===== config.mk =====
export PLATFORM = sky130hd
export DESIGN_NAME = hazard_ctrl
export DESIGN_NICKNAME = d
export VERILOG_FILES = /design/src/rtl/hazard_pkg.sv /design/src/rtl/hazard_tag_stage.sv /design/src/rtl/hazard_ctrl.sv
export SDC_FILE = /design/constraint.sdc
export NUM_CORES = 1
export LEC_CHECK = 0
export CAP_MARGIN = 20
export CORE_MARGIN = 2
export CORE_UTILIZATION = 45
export CTS_BUF_LIST = sky130_fd_sc_hd__clkbuf_16
export DETAILED_ROUTE_END_ITERATION = 16
export GPL_TIMING_DRIVEN = 0
export PLACE_DENSITY = 0.68
export SYNTH_ARGS = -nofsm -noshare
export SYNTH_HDL_FRONTEND = slang
export SYNTH_HIERARCHICAL = 1
export SYNTH_SLANG_ARGS = --single-unit

===== constraint.sdc =====
create_clock -name clk -period 4.18 [get_ports clk]
set_input_delay 0.418 -clock clk [delete_from_list [all_inputs] [get_ports clk]]
set_output_delay 0.418 -clock clk [all_outputs]
set_load 0.005 [all_outputs]

===== src/rtl/hazard_pkg.sv =====
// hazard_pkg: shared types and constants for the pipeline hazard controller.
// Holds the forwarding-select encodings, the default register-address width,
// the PC alias index, and the shadow tag carried through the E/M/W stages.
package hazard_pkg;

   // Default register-file address width and the index that aliases the PC.
   localparam int                        REG_ADDR_W_DEF = 4;
   localparam logic [REG_ADDR_W_DEF-1:0] PC_REG_DEF     = 4'd15;

   // Execute-stage operand source selects.
   localparam logic [1:0] FWD_RF  = 2'b00;  // value read from the register file
   localparam logic [1:0] FWD_WB  = 2'b01;  // ResultW
   localparam logic [1:0] FWD_MEM = 2'b10;  // ALUOutM

   // Shadow copy of the control fields of one pipeline stage. The read
   // addresses are only meaningful in E; later stages carry them as zero.
   // Address fields are sized by REG_ADDR_W_DEF, so the top-level
   // REG_ADDR_W parameter is expected to stay at this default.
   typedef struct packed {
      logic                      valid;
      logic [REG_ADDR_W_DEF-1:0] wa3;
      logic                      regWrite;
      logic                      memToReg;
      logic                      pcWrite;
      logic [REG_ADDR_W_DEF-1:0] ra1;
      logic [REG_ADDR_W_DEF-1:0] ra2;
   } shadowTag_t;

   // Pick the operand source for one Execute read address. M wins over W,
   // and the PC alias is never forwarded.
   function automatic logic [1:0] fwdSelect(
      input shadowTag_t                tagM,
      input shadowTag_t                tagW,
      input logic [REG_ADDR_W_DEF-1:0] src,
      input logic [REG_ADDR_W_DEF-1:0] pcReg
   );
      logic [1:0] sel;
      sel = FWD_RF;
      if (src != pcReg) begin
         if (tagM.valid && tagM.regWrite && (tagM.wa3 == src)) begin
            sel = FWD_MEM;
         end else if (tagW.valid && tagW.regWrite && (tagW.wa3 == src)) begin
            sel = FWD_WB;
         end
      end
      return sel;
   endfunction

endpackage


===== src/rtl/hazard_tag_stage.sv =====
// hazard_tag_stage: one shadow pipeline register holding a stage's control tag.
// Synchronous active-low reset clears the tag; bubble inserts an invalid
// (all-zero) tag; otherwise the tag loads when enabled.
module hazard_tag_stage
   import hazard_pkg::*;
(
   input  logic       clk,
   input  logic       reset,
   input  logic       enable,
   input  logic       bubble,
   input  shadowTag_t nextTag,
   output shadowTag_t tag
);

   // Tag register: reset and bubble both yield an empty slot, bubble beats load.
   always_ff @(posedge clk) begin
      if (!reset) begin
         tag <= '0;
      end else if (bubble) begin
         tag <= '0;
      end else if (enable) begin
         tag <= nextTag;
      end
   end

endmodule


===== src/rtl/hazard_ctrl.sv =====
// hazard_ctrl: hazard controller for the five-stage F/D/E/M/W pipeline.
// Tracks destination/control tags for E, M and W in a shadow pipeline and
// derives the Execute operand forwarding selects plus stall/flush enables
// for the F/D/E pipeline registers (load-use stalls, PC-write bubbles,
// taken-branch flushes).
// Optional build macro HAZARD_PERF_CNT_EN adds saturating 32-bit counters
// stall_cycles and flush_cycles.
module hazard_ctrl
   import hazard_pkg::*;
#(
   parameter int                    REG_ADDR_W = REG_ADDR_W_DEF,
   parameter logic [REG_ADDR_W-1:0] PC_REG     = PC_REG_DEF
)(
   input  logic                  clk,
   input  logic                  reset,
   input  logic                  valid_d,
   input  logic [REG_ADDR_W-1:0] ra1_d,
   input  logic [REG_ADDR_W-1:0] ra2_d,
   input  logic [REG_ADDR_W-1:0] wa3_d,
   input  logic                  regwrite_d,
   input  logic                  memtoreg_d,
   input  logic                  pcwrite_d,
   input  logic                  branch_taken_e,
   output logic [1:0]            fwd_a_e,
   output logic [1:0]            fwd_b_e,
   output logic                  stall_f,
   output logic                  stall_d,
   output logic                  flush_d,
   output logic                  flush_e
`ifdef HAZARD_PERF_CNT_EN
   ,
   output logic [31:0]           stall_cycles,
   output logic [31:0]           flush_cycles
`endif
);

   shadowTag_t tagD;
   shadowTag_t tagE;
   shadowTag_t tagM;
   shadowTag_t tagW;
   shadowTag_t tagEtoM;

   logic [1:0] fwdA;
   logic [1:0] fwdB;
   logic       ldStall;
   logic       pcWritePend;
   logic       bubbleE;
   logic       unusedTagBits;

   // Capture the Decode instruction's tags in shadow-tag form.
   always_comb begin
      tagD          = '0;
      tagD.valid    = valid_d;
      tagD.wa3      = wa3_d;
      tagD.regWrite = regwrite_d;
      tagD.memToReg = memtoreg_d;
      tagD.pcWrite  = pcwrite_d;
      tagD.ra1      = ra1_d;
      tagD.ra2      = ra2_d;
   end

   // Read addresses only matter in E, so they are dropped on the way to M.
   always_comb begin
      tagEtoM     = tagE;
      tagEtoM.ra1 = '0;
      tagEtoM.ra2 = '0;
   end

   // E is bubbled whenever Execute gets cleared or Decode is held. This uses
   // the raw hazard terms; reset clears every stage on its own.
   assign bubbleE = ldStall | branch_taken_e;

   hazard_tag_stage u_stage_e (
      .clk     (clk),
      .reset   (reset),
      .enable  (1'b1),
      .bubble  (bubbleE),
      .nextTag (tagD),
      .tag     (tagE)
   );

   hazard_tag_stage u_stage_m (
      .clk     (clk),
      .reset   (reset),
      .enable  (1'b1),
      .bubble  (1'b0),
      .nextTag (tagEtoM),
      .tag     (tagM)
   );

   hazard_tag_stage u_stage_w (
      .clk     (clk),
      .reset   (reset),
      .enable  (1'b1),
      .bubble  (1'b0),
      .nextTag (tagM),
      .tag     (tagW)
   );

   // W's read addresses and load flag never feed any decision.
   assign unusedTagBits = ^{tagW.ra1, tagW.ra2, tagW.memToReg};

   // Hazard detection from shadow state and the live Decode inputs.
   always_comb begin
      fwdA = fwdSelect(tagM, tagW, tagE.ra1, PC_REG);
      fwdB = fwdSelect(tagM, tagW, tagE.ra2, PC_REG);

      // A load in E whose destination Decode wants to read: one bubble.
      ldStall = tagE.valid & tagE.memToReg & tagE.regWrite & valid_d
              & (tagE.wa3 != PC_REG)
              & ((tagE.wa3 == ra1_d) | (tagE.wa3 == ra2_d));

      // A PC write anywhere from Decode through Memory keeps Fetch frozen.
      pcWritePend = (valid_d & pcwrite_d)
                  | (tagE.valid & tagE.pcWrite)
                  | (tagM.valid & tagM.pcWrite);
   end

   // Drive the pipeline controls; during reset the pipe is held flushed.
   always_comb begin
      fwd_a_e = fwdA;
      fwd_b_e = fwdB;
      stall_f = ldStall | pcWritePend;
      stall_d = ldStall;
      flush_d = pcWritePend | (tagW.valid & tagW.pcWrite) | branch_taken_e;
      flush_e = ldStall | branch_taken_e;
      if (!reset) begin
         fwd_a_e = FWD_RF;
         fwd_b_e = FWD_RF;
         stall_f = 1'b0;
         stall_d = 1'b0;
         flush_d = 1'b1;
         flush_e = 1'b1;
      end
   end

`ifdef HAZARD_PERF_CNT_EN
   // Saturating counts of Decode-stall cycles and Execute-flush cycles.
   always_ff @(posedge clk) begin
      if (!reset) begin
         stall_cycles <= '0;
         flush_cycles <= '0;
      end else begin
         if (stall_d && (stall_cycles != 32'hFFFF_FFFF)) begin
            stall_cycles <= stall_cycles + 32'd1;
         end
         if (flush_e && (flush_cycles != 32'hFFFF_FFFF)) begin
            flush_cycles <= flush_cycles + 32'd1;
         end
      end
   end
`endif

endmodule


==> results.json, run 1 <==
{
  "crit_required_ns": 3.76,
  "p_leak_uw": 0.000856,
  "path_common_cell": "clkdlybuf4s50_1",
  "netlist_instances": 162,
  "via_per_inst": 5.00,
  "critPathMaxFanout": 4,
  "hp-start": "u_stage_e/tag[10]",
  "slowest_stage": "clkdlybuf4s50_1",
  "crit_type": "input pin to primary output",
  "reg2reg_from": "u_stage_e/tag[12]",
  "synthesis.area_sq_mm": 0.00158,
  "yosys_warnings": 6,
  "wl_per_cell_um": 14.0,
  "cts-resized-gates": 0,
  "area_growth_pct": 29.2,
  "fp.dieH_um": 63.2,
  "cp-start-kind": "input pin",
  "place_ws_ns": 1.64,
  "cp_cell_sequence": "clkdlybuf4s50_1 -> xor2_1 -> nor4_2 -> o21ai_2 -> a21oi_2 -> clkdlybuf4s50_1",
  "grt_max_degree": 11,
  "worst_setup_hold_path_clk_slew_ns": 0.05,
  "cts_tree": "done",
  "r2r_slack_ns": 2.45,
  "num_rows": 21,
  "remaining_drc_errors": 0,
  "worst_slack_ns": 1.65,
  "vias": 1220,
  "antenna_found_initial": 0,
  "holdPathStages": 2,
  "rsz0062_at_grt": "false",
  "hpwl_mm": 2.62,
  "gp_congestion": 0.770,
  "cts_made_buffers": 5,
  "min_to": "u_stage_m/tag[10]",
  "min_period_over_period_pct": 60.5,
  "report.final.slew_viol_count": 0,
  "cts_buffer_depth": 2,
  "track_usage_pct": 18.7,
  "powerDensity_mw_per_mm2": 350,
  "end_kind": "primary output",
  "clock_latency_ns": 0.28,
  "postCtsHoldBufs": 0,
  "layout-drive-gt1-share_pct": 10.6,
  "die_area_sq_mm": 0.00400,
  "r2r_end": "u_stage_e/tag[6]",
  "period_minus_slack_ns": 2.53,
  "final_area_sq_mm": 0.00204,
  "diodes": 0,
  "nets": 217,
  "h-tree-depth": 2,
  "clock_sinks": 30,
  "avgSynthCellArea_sq_um": 9.75,
  "drt_iter0_drc": 88,
  "core_sq_mm": 0.00336,
  "grt_pass1_vias": 1234,
  "grt_pass1_wl_mm": 5.60,
  "post_cts_buffers": 0,
  "gr-total-overflow": 0,
  "cts-root-buf": "clkbuf_16",
  "max_freq_ghz": 0.395,
  "drtAntennaViolNets": 0,
  "finClkSkew_ns": 0.00669,
  "setup_violations": 0,
  "portBuffers": 26,
  "outcome": "complete, no violations",
  "hold_violations": 0,
  "place_area_sq_mm": 0.00191,
  "fillerInstances": 316,
  "finalSetupTns_ns": 0,
  "wl_mm": 3.42,
  "rr_worst_depth": 8,
  "crit_arrival_ns": 2.11,
  "ios": 27,
  "start_util_pct": 46.9,
  "drt_first_pass_iters": 4,
  "vdd_drop_max_mv": 0.245,
  "slowest_delay_ns": 0.50,
  "die_w_um": 63.2,
  "maxCapViolations": 0,
  "hold_path.class": "flip-flop to flip-flop"
}
==> metrics by stage <==
stage | instances | power, uW | hold WS [ns] | util, %
global placement | 237 | 387 | 0.529 | 56.7
CTS | 244 | 719 | 0.552 | 60.7
finish | 244 | 713 | 0.550 | 60.7
global route | 244 | 742 | 0.587 | 60.7
floorplan | 165 | 358 | 0.487 | -
detailed placement | 237 | 389 | 0.537 | 56.7
==> critical path, delay by kind of cell <==
family | cells | cell delay, ns
buffers and inverters | 2 | 0.95
and+or+nand+nor | 1 | 0.31
AOI/OAI and AO/OA | 2 | 0.26
xor gates and xnor gates | 1 | 0.17
==> power by group <==
part	leakage [uW]	internal, uW	switching (uW)	total, uW
Clock	0.0000723	212	117	328
Combinational	0.000540	50.1	34.4	84.5
Sequential	0.000243	293	8.02	301
Total	0.000856	554	159	713
==> layout by cell type, fill, tap and decap left out, drive strengths merged <==
| master | count |
|---|---|
| a41oi | 1 |
| nor2 | 32 |
| nand2 | 5 |
| nand3 | 7 |
| inv | 3 |
| nor3 | 2 |
| xnor2 | 14 |
| nand2b | 4 |
| buf | 9 |
| conb | 5 |
| xor2 | 10 |
| o21ai | 1 |
| a21oi | 1 |
| a222oi | 1 |
| clkbuf | 8 |
| dfxtp | 30 |
| nor4 | 6 |
| mux2i | 30 |
| nand4 | 3 |
| clkdlybuf4s50 | 26 |
==> state kept, by name (all words and copies together) (netlist names) <==
| name | flops |
|---|---|
| u_stage_e/tag | 16 |
| u_stage_m/tag | 7 |
| u_stage_w/tag | 7 |
==> final cells by class <==
class | instances | area (sq um) | area share, %
multi-input combinational | 122 | 843 | 41.3
sequential | 30 | 601 | 29.4
timing repair buffer | 26 | 260 | 12.8
buffer | 12 | 143 | 6.99
clock buffer | 5 | 125 | 6.13
tap | 46 | 57.6 | 2.82
clock inverter | 2 | 7.51 | 0.368
inverter | 1 | 3.75 | 0.184
==> worst max-delay path by stage <==
stage,from,to,slack (ns),cells past startpoint
floorplan,ra1_d[1],u_stage_e/tag[0],2.62,8
global placement,ra1_d[1],stall_f,1.64,6
detailed placement,ra1_d[1],stall_f,1.64,6
CTS,ra1_d[1],stall_f,1.64,6
global route,ra1_d[1],stall_f,1.57,6
finish,ra1_d[1],stall_f,1.65,6
==> metal layers <==
| metal | share of wire [%] | vias up | track usage (%) |
|---|---|---|---|
| li1 | - | 609 | - |
| met1 | 46 | 576 | 21.4 |
| met2 | 47 | 25 | 31.8 |
| met3 | 4.0 | 10 | 4.29 |
| met4 | 2.6 | 0 | 10.9 |
| met5 | 0 | - | 0 |
(Power assumes the default switching activity.)
==> run 2: changes to the inputs <==
clock period = 2.6 ns   (was 4.18 ns; I/O delays follow)
==> results of run 2 <==
The final DEF is identical to that of run 1. Status: complete, no violations.
Among the figures that moved: setup slack after placement 1.64 ns -> 0.372 ns; setup slack after layout 1.65 ns -> 0.386 ns; register-to-register setup slack 2.45 ns -> 0.87 ns; total power 713 uW -> 1150 uW; worst IR drop on VDD 0.245 mV -> 0.394 mV
